### config.mk
export PLATFORM = sky130hd
export DESIGN_NAME = trace_streamer
export DESIGN_NICKNAME = d
export VERILOG_FILES = /design/src/rtl/trace_streamer.sv
export SDC_FILE = /design/constraint.sdc
export NUM_CORES = 1
export LEC_CHECK = 0
export CORE_MARGIN = 5
export CORE_UTILIZATION = 45
export DETAILED_ROUTE_END_ITERATION = 16
export DONT_BUFFER_PORTS = 1
export SKIP_LAST_GASP = 1
export SLEW_MARGIN = 20
export SYNTH_ARGS = -nofsm -noshare
export SYNTH_HDL_FRONTEND = slang
export SYNTH_SLANG_ARGS = --single-unit
### constraint.sdc
create_clock -name clk -period 3.3 [get_ports clk]
set_clock_uncertainty 0.05 [all_clocks]
set_input_delay 0.495 -clock clk [delete_from_list [all_inputs] [get_ports clk]]
set_output_delay 0.495 -clock clk [all_outputs]
set_load 0.02 [all_outputs]
### src/rtl/trace_streamer.sv
// trace_streamer: queues retired instructions and streams one disassembled text line per retire.
// Define TRACE_PC_EN to prefix each line with the 8-digit hex PC, a colon and a space.
module trace_streamer #(
  parameter int STR_LEN    = 40,
  parameter int FIFO_DEPTH = 4
) (
  input  logic                 clk,
  input  logic                 reset_n,
  input  logic                 retire_valid,
  input  logic [31:0]          retire_inst,
  input  logic [31:0]          retire_pc,
  input  logic [31:0]          retire_jt,
  input  logic [31:0]          retire_bt,
  output logic [31:0]          dec_inst,
  output logic [31:0]          dec_jump_target,
  output logic [31:0]          dec_branch_target,
  input  logic [STR_LEN*8-1:0] dec_str,
  output logic                 tx_valid,
  output logic [7:0]           tx_data,
  input  logic                 tx_ready,
  output logic                 overflow,
  output logic [7:0]           drop_cnt
);
`ifdef TRACE_PC_EN
  localparam int EW = 128;
  typedef enum logic [2:0] {S_IDLE, S_LOAD, S_PC, S_STR, S_EOL} state_t;
`else
  localparam int EW = 96;
  typedef enum logic [2:0] {S_IDLE, S_LOAD, S_STR, S_EOL} state_t;
`endif
  localparam int AW = $clog2(FIFO_DEPTH);
  localparam int IW = $clog2(STR_LEN > 10 ? STR_LEN : 10);

  state_t               r_state, w_next;
  logic [EW-1:0]        r_mem [FIFO_DEPTH];
  logic [AW-1:0]        r_wr, r_rd;
  logic [AW:0]          r_cnt;
  logic [EW-1:0]        r_hold, w_in;
  logic [STR_LEN*8-1:0] r_line;
  logic [IW-1:0]        r_idx;
  logic                 r_overflow;
  logic [7:0]           r_drop;
  logic                 w_full, w_empty, w_push, w_pop, w_drop, w_adv, w_last;
  logic [7:0]           w_chr;

  assign w_full  = r_cnt[AW];
  assign w_empty = r_cnt == '0;
  assign w_pop   = r_state == S_IDLE && !w_empty;
  assign w_push  = retire_valid && (!w_full || w_pop);
  assign w_drop  = retire_valid && w_full && !w_pop;
  assign w_chr   = r_line[STR_LEN*8-1 -: 8];

  assign dec_inst          = r_hold[EW-1 -: 32];
  assign dec_jump_target   = r_hold[63:32];
  assign dec_branch_target = r_hold[31:0];
  assign overflow          = r_overflow;
  assign drop_cnt          = r_drop;

`ifdef TRACE_PC_EN
  logic [31:0] w_pc_sh;
  logic [3:0]  w_nib;
  logic [7:0]  w_pc_chr;
  assign w_in     = {retire_inst, retire_pc, retire_jt, retire_bt};
  assign w_pc_sh  = r_hold[95:64] << {r_idx[2:0], 2'b00};
  assign w_nib    = w_pc_sh[31:28];
  assign w_pc_chr = r_idx == IW'(8) ? 8'h3A : r_idx == IW'(9) ? 8'h20 :
                    w_nib < 4'd10 ? 8'h30 + {4'h0, w_nib} : 8'h37 + {4'h0, w_nib};
  assign w_adv    = (r_state == S_STR && (w_chr == 8'h00 || tx_ready)) || (r_state == S_PC && tx_ready);
  assign w_last   = r_idx == (r_state == S_PC ? IW'(9) : IW'(STR_LEN - 1));
`else
  assign w_in   = {retire_inst, retire_jt, retire_bt};
  assign w_adv  = r_state == S_STR && (w_chr == 8'h00 || tx_ready);
  assign w_last = r_idx == IW'(STR_LEN - 1);
`endif

  always_ff @(posedge clk) begin
    if (w_push) r_mem[r_wr] <= w_in;
  end

  always_ff @(posedge clk or negedge reset_n) begin
    if (!reset_n) begin
      r_wr  <= '0;
      r_rd  <= '0;
      r_cnt <= '0;
    end else begin
      if (w_push) r_wr <= r_wr + AW'(1);
      if (w_pop) r_rd <= r_rd + AW'(1);
      r_cnt <= r_cnt + {{AW{1'b0}}, w_push} - {{AW{1'b0}}, w_pop};
    end
  end

  always_ff @(posedge clk or negedge reset_n) begin
    if (!reset_n) begin
      r_hold <= '0;
      r_line <= '0;
      r_idx  <= '0;
    end else begin
      if (w_pop) r_hold <= r_mem[r_rd];
      if (r_state == S_LOAD) begin
        r_line <= dec_str;
        r_idx  <= '0;
      end else if (w_adv) begin
        r_idx <= w_last ? '0 : r_idx + IW'(1);
        if (r_state == S_STR) r_line <= r_line << 8;
      end
    end
  end

  // Drop accounting is sticky until reset; the counter saturates.
  always_ff @(posedge clk or negedge reset_n) begin
    if (!reset_n) begin
      r_overflow <= 1'b0;
      r_drop     <= '0;
    end else if (w_drop) begin
      r_overflow <= 1'b1;
      if (r_drop != 8'hFF) r_drop <= r_drop + 8'd1;
    end
  end

  always_ff @(posedge clk or negedge reset_n) begin
    if (!reset_n) r_state <= S_IDLE;
    else r_state <= w_next;
  end

  always_comb begin
    w_next = r_state;
    case (r_state)
      S_IDLE: w_next = w_empty ? S_IDLE : S_LOAD;
`ifdef TRACE_PC_EN
      S_LOAD: w_next = S_PC;
      S_PC:   w_next = w_adv && w_last ? S_STR : S_PC;
`else
      S_LOAD: w_next = S_STR;
`endif
      S_STR:  w_next = w_adv && w_last ? S_EOL : S_STR;
      S_EOL:  w_next = tx_ready ? S_IDLE : S_EOL;
      default: w_next = S_IDLE;
    endcase
  end

  always_comb begin
`ifdef TRACE_PC_EN
    tx_valid = (r_state == S_STR && w_chr != 8'h00) || r_state == S_EOL || r_state == S_PC;
    tx_data  = r_state == S_STR ? w_chr : r_state == S_EOL ? 8'h0A : r_state == S_PC ? w_pc_chr : 8'h00;
`else
    tx_valid = (r_state == S_STR && w_chr != 8'h00) || r_state == S_EOL;
    tx_data  = r_state == S_STR ? w_chr : r_state == S_EOL ? 8'h0A : 8'h00;
`endif
  end
endmodule

Word-level counts from Yosys, hierarchy flattened
Memory sizes are Yosys's and may differ from the RTL's. A register that Yosys moved wholly into a read port is not among the register bits.
Index checks and enable logic that the tools add are counted.
{"block": "word_totals", "reg_bits": 345, "latch_bits": 0, "mem_bits_rw": 384, "rom_bits": 0, "inputBits": 452, "output_inout_bits": 114, "wordCells": 56, "mem_count": 1}
{"memory": "r_mem", "words": 4, "word_bits": 96, "rd": 1, "rd_ports_with_merged_regs": 1, "wr": 1, "line": "35", "source": "logic [EW-1:0] r_mem [FIFO_DEPTH];"}
{"block": "classes", "add_sub_neg": 6, "mul": 0, "div_mod_pow": 0, "order_cmp": 0, "eq_ne": 5, "n_shift": 0, "mux": 14, "n_bitwise": 0, "reduce_logical": 22}
{"operator": "$mux W320", "n": 3}
{"operator": "$mux W6", "n": 3}
{"operator": "$add A8 B1 Y8 const B", "n": 1}
{"operator": "$logic_not A8 Y1", "n": 1}
{"operator": "$mux W8", "n": 1}
{"operator": "$ne A8 B8 Y1 const B", "n": 1}
{"operator": "$pmux W2 S4", "n": 1}
{"operator": "$reduce_bool A8 Y1", "n": 1}
{"operator": "$logic_and A1 B1 Y1", "n": 7}
{"operator": "$add A6 B1 Y6 const B", "n": 1}
{"operator": "$eq A3 B2 Y1 const B", "n": 2}
{"operator": "$eq A6 B6 Y1 const B", "n": 1}
{"operator": "$logic_not A3 Y1", "n": 2}
{"operator": "$add A2 B1 Y2 const B", "n": 2}
{"operator": "$logic_not A1 Y1", "n": 4}
{"operator": "$mux W1", "n": 4}
{"operator": "$mux W4", "n": 1}
{"operator": "$reduce_and A2 Y1", "n": 2}
{"operator": "$reduce_bool A2 Y1", "n": 2}
{"operator": "$add A3 B1 Y3", "n": 1}
{"operator": "$eq A3 B1 Y1 const B", "n": 1}
{"operator": "$logic_or A1 B1 Y1", "n": 3}
{"operator": "$sub A3 B1 Y3", "n": 1}
{"operator": "$mux W2", "n": 1}

Logic depth before layout (Yosys ltp)
{"block": "logic_depth", "ltp_word": 7, "depth_mapped": 10, "mapped_depth_nobuf": 10}

Worst setup path before layout
Ideal clock, no wire load.
{"block": "synth_path", "kind": "reg-to-reg", "startpoint": "register r_state[0]", "endpoint": "memory r_mem[0][0] (enable)", "setup_time_ps": 466, "t_arrival_ps": 3068, "t_required_ps": 2784, "setup_slack_ps": -285, "path_stages_with_launch": 5, "n_path_buf": 0, "period_less_slack_ps": 3585, "path_cell_list": "dfrtp_1 -> inv_1 -> ha_1 -> nand2b_1 -> and3_1"}
{"block": "synth_via", "elab_chain_cells": 6}
{"element": "start, declared", "line": "34", "source": "state_t r_state, w_next;"}
{"element": "start signal, assigned", "line": "122", "source": "else r_state <= w_next;"}
{"element": "$logic_not A3 Y1", "line": "48", "source": "assign w_pop = r_state == S_IDLE && !w_empty;"}
{"element": "$logic_and A1 B1 Y1", "line": "48"}
{"element": "$logic_or A1 B1 Y1", "line": "49", "source": "assign w_push = retire_valid && (!w_full || w_pop);"}
{"element": "$logic_and A1 B1 Y1", "line": "49"}
{"element": "$mux W1", "line": "77", "source": "if (w_push) r_mem[r_wr] <= w_in;"}
{"element": "$mux W1 (not written as such)", "line": "77"}
{"element": "end, declared", "line": "35"}
Every way passes these cells.

Worst setup path after layout
{"block": "layout_path", "startpoint": "register r_state[0]", "endpoint": "output tx_valid"}
{"block": "layout_via", "elab_chain_cells": 3, "word_cells_on_any_way": 4, "classes_between": "eq/ne: 2; reduce/logical: 2"}
{"element": "$eq A3 B2 Y1", "line": "146", "source": "tx_valid = (r_state == S_STR && w_chr != 8'h00) || r_state == S_EOL;"}
{"element": "$logic_and A1 B1 Y1", "line": "146"}
{"element": "$logic_or A1 B1 Y1 *", "line": "146"}
{"element": "end, declared", "line": "18", "source": "output logic tx_valid,"}
Every way passes the cells marked *; elsewhere a longest branch is shown, timed or not.

==> summary.md <==
| Metric | Value |
|---|---|
| Outcome | `finished, violations left` |
| Post-Synth XOR/XNOR Area | `less than 1%` |
| # Post-CTS Setup Buffers | `0` |
| Final Util | `55.5%` |
| Sw frac | `between 30% and 40%` |
| Top FF cell, synth | `dfrtp_1` |
| Max Root-Sink Buffers | `3` |
| RSZ-0062 raised after global routing | `false` |
| Adder-cell share of the synthesized area | `0.446%` |
| ANT nets after route | `0` |
| Synth-to-layout area growth | `22.0%` |
| Vias per cell | `about 5.7` |
| Yosys warns | `0` |
| WP data required | `between 2 and 3 ns` |
| Reg clk slew, reported paths | `about 0.060 ns` |
| Largest net degree at the start of global routing | `around 440` |
| Dpl hpwl | `64800 um` |
| Avg Inst Size Synth | `between 10 and 15 um2` |
| Power per Cell Area | `1030 nW/um2` |
| Max Cap Violations | `0` |
| GR Overflow Total | `0` |
| Worst R2R Start | `r_state[0]` |
| Number of synthesized flops with an enable pin | `around 380` |
| Placed insts | `4403` |
| Reg-to-reg endpoint | `r_cnt[2]` |
| Max-slew violation count | `0` |
| CTS H-Tree Depth | `3` |
| Simple-gate share of the synthesized area | `roughly 22%` |
| Combinational share of power | `between 40% and 50%` |
| Final TNS setup | `0 ns` |
| Most frequent cell after synthesis | `nor2b_1` |
| Failing checks | `negative hold slack` |
| Via count | `about 28000` |
| Sequential area share after synthesis | `~60%` |
| WHS | `-0.486 ns` |
| Iter 0 DRT Violations | `roughly 2800` |
| Synth area leader | `edfxtp_1` |
| Switching pwr | `19.1 mW` |
| Root Driver | `clkbuf_16` |
| Share of cells above drive strength 1 | `about 8.3%` |
| Top cell type's share of synthesized area | `30.3%` |
| Worst setup path start | `r_state[0]` |
| Fin crit period | `approximately 2.8 ns` |
| CTS Buf Count | `~90` |
| DRT Pass-1 Iters | `8` |
| Highest net fanout along the worst path | `50` |
| Worst hold path type | `input port to asynchronous set/reset pin` |
| Initial antenna violation count | `36` |
| Setup-failing EPs final | `0` |
| Power Total | `~48 mW` |
| Setup crit end kind | `primary output` |
| First-pass GRT wire length | `between 150000 and 200000 um` |
| Mux share of post-synthesis cell area | `5.79%` |
| CTS tree | `yes` |
| Seq pwr share | `35.8%` |
| Max VDD drop | `around 1.4 mV` |
| Largest family of logic cells by synthesized area | `simple AND/OR/NAND/NOR gates` |
| Mapped Nets | `roughly 4000` |
| Die H | `between 300 and 400 um` |
| GP Congestion | `0.846` |
| Vias in the first global route | `between 20000 and 30000` |
| Area after DPL | `roughly 39000 um2` |
| Design area | `between 40000 and 50000 um2` |
| Synthesized cell area | `around 38000 um2` |
| Fillcell total | `about 7000` |
| Placement Setup Slack | `between 0.6 and 0.7 ns` |
| Die Wd | `301 um` |
| Layout Cells excl Fill | `about 5000` |
| Hold Fails Final Rpt | `440` |
| Main area contributors after synthesis | `edfxtp_1 (30%), dfrtp_1 (29%), nor2b_1 (11%)` |
| Setup ws final | `around 0.47 ns` |
| Latest clock arrival within the worst-skew pair | `between 0.6 and 0.7 ns` |
| Rel. slew slack | `around a third` |
| Detailed-route wire length per cell | `21.7 um` |
| Static Leak | `about 17 nW` |
| Post-synth top cells | `nor2b_1 (643), nand3_1 (631), dfrtp_1 (440)` |
| Crit path kind | `flip-flop to primary output` |
| #FFs+latches synth | `slightly above 800` |
| Post-Synthesis Cells | `~3500` |
| Max Clock Freq | `approximately 350 MHz` |
| Buffers on Ports | `0` |
| DRC | `0` |
| CTS Hold Bufs | `approximately 420` |
| Synth unique cells | `42` |
| Starting density of the core | `a little under half` |
| CTS Sinks | `about 820` |
| Setup crit start kind | `flip-flop` |
| Worst slew pin tran | `1.03 ns` |
| Core ar. | `83800 um2` |
| Post-layout nets | `~4200` |
| Reg2Reg Depth | `10` |
| Period utilization | `85.7%` |
| # IOs | `between 500 and 600` |
| Complex-gate fraction of the synthesized area | `under 10%` |
| Total GRT Usage | `around a quarter` |
| R2R Setup Slk | `between 0.7 and 0.8 ns` |
| Drt total wl | `between 100000 and 150000 um` |
| Cell-internal power | `between 20 and 30 mW` |
| Post-synth ARST share | `a little over half` |
| Row Count | `106` |
| Clock power share | `a little over a fifth` |
| Data arrival time of the critical path | `2.28 ns` |
| Die area | `90600 um2` |
layout by cell type, fill, tap and decap left out, types with 19 or more instances in the layout:
cell type | netlist | routed
dfrtp_1 | 440 | 438
buf_12 | 0 | 32
diode_2 | 0 | 34
o21ai_1 | 35 | 35
nand2_1 | 299 | 299
a21oi_1 | 315 | 315
clkbuf_16 | 0 | 91
nor2b_1 | 643 | 643
dlygate4sd3_1 | 0 | 416
o21ai_0 | 281 | 281
mux4_2 | 96 | 96
clkinv_2 | 0 | 19
edfxtp_1 | 384 | 384
buf_4 | 15 | 22
nand3_1 | 631 | 631
routing by layer:
| layer | track usage (%) | wire length (um) | share of wire (%) |
|---|---|---|---|
| met2 | 37.9 | 52700 | 48 |
| met5 | 0 | 81 | 0.074 |
| met3 | 6.37 | 8390 | 7.7 |
| met4 | 6.81 | 2910 | 2.7 |
| met1 | 30.9 | 44800 | 41 |
power by group through the flow:
| stage | Combinational, mW | Sequential, mW | Clock [mW] |
|---|---|---|---|
| detailed placement | 19.9 | 17.3 | 0 |
| global placement | 19.4 | 17.1 | 0 |
| finish | 20.6 | 17.1 | 10.2 |
| CTS | 20.6 | 17.1 | 10.4 |
| global route | 23.0 | 17.5 | 10.9 |
| floorplan | 15.7 | 16.4 | 0 |
logic make-up after synthesis:
logic type                 after synthesis
muxes                                  100
and+or+nand+nor                       1611
buffers and inverters                  301
adders and majority gates               13
xor gates and xnor gates                12
AOI/OAI and AO/OA                      645
DFF                                    824
registers in the layout (all words and copies together) (netlist names):
| name | flops |
|---|---|
| r_mem | 384 |
| r_line | 320 |
| r_hold | 96 |
| drop_cnt | 8 |
| r_idx | 6 |
| r_cnt | 3 |
| r_rd | 2 |
| r_state | 2 |
| r_wr | 2 |
| overflow | 1 |
timing repair:
| action | in CTS | in global routing |
|---|---|---|
| endpoints found under the setup margin | 0 | 2 |
| endpoints found under the hold margin | 1144 | 440 |
| gates resized for setup | 0 | 1 |
layout make-up:
type / instances / area, um2 / area share (%)
clock inverters: 42 / 502 / 1.08
repair buffers: 470 / 4970 / 10.7
inverters: 10 / 46.3 / 0.0996
flip-flops and latches: 824 / 22500 / 48.5
well taps: 1134 / 1420 / 3.05
clock buffers: 122 / 2520 / 5.43
diodes: 34 / 85.1 / 0.183
multi-input cells: 2381 / 14400 / 31.0
worst max-delay path by stage:
stage	to	slack, ns	cells after the start
after floorplan	r_mem[0][0]	0.80	4
after global placement	r_line[88]	0.71	6
after detailed placement	r_line[91]	0.66	6
after CTS	tx_valid	0.15	5
after global routing	tx_valid	0.30	5
final	tx_valid	0.47	5
critical path, cell delays in order (launching register included):
cell     delay (ns)
dfrtp_1        0.41
inv_1          0.11
ha_2           0.34
inv_8          0.29
a21oi_1        0.06
or2_2          0.39
(Power assumes the default switching activity.)
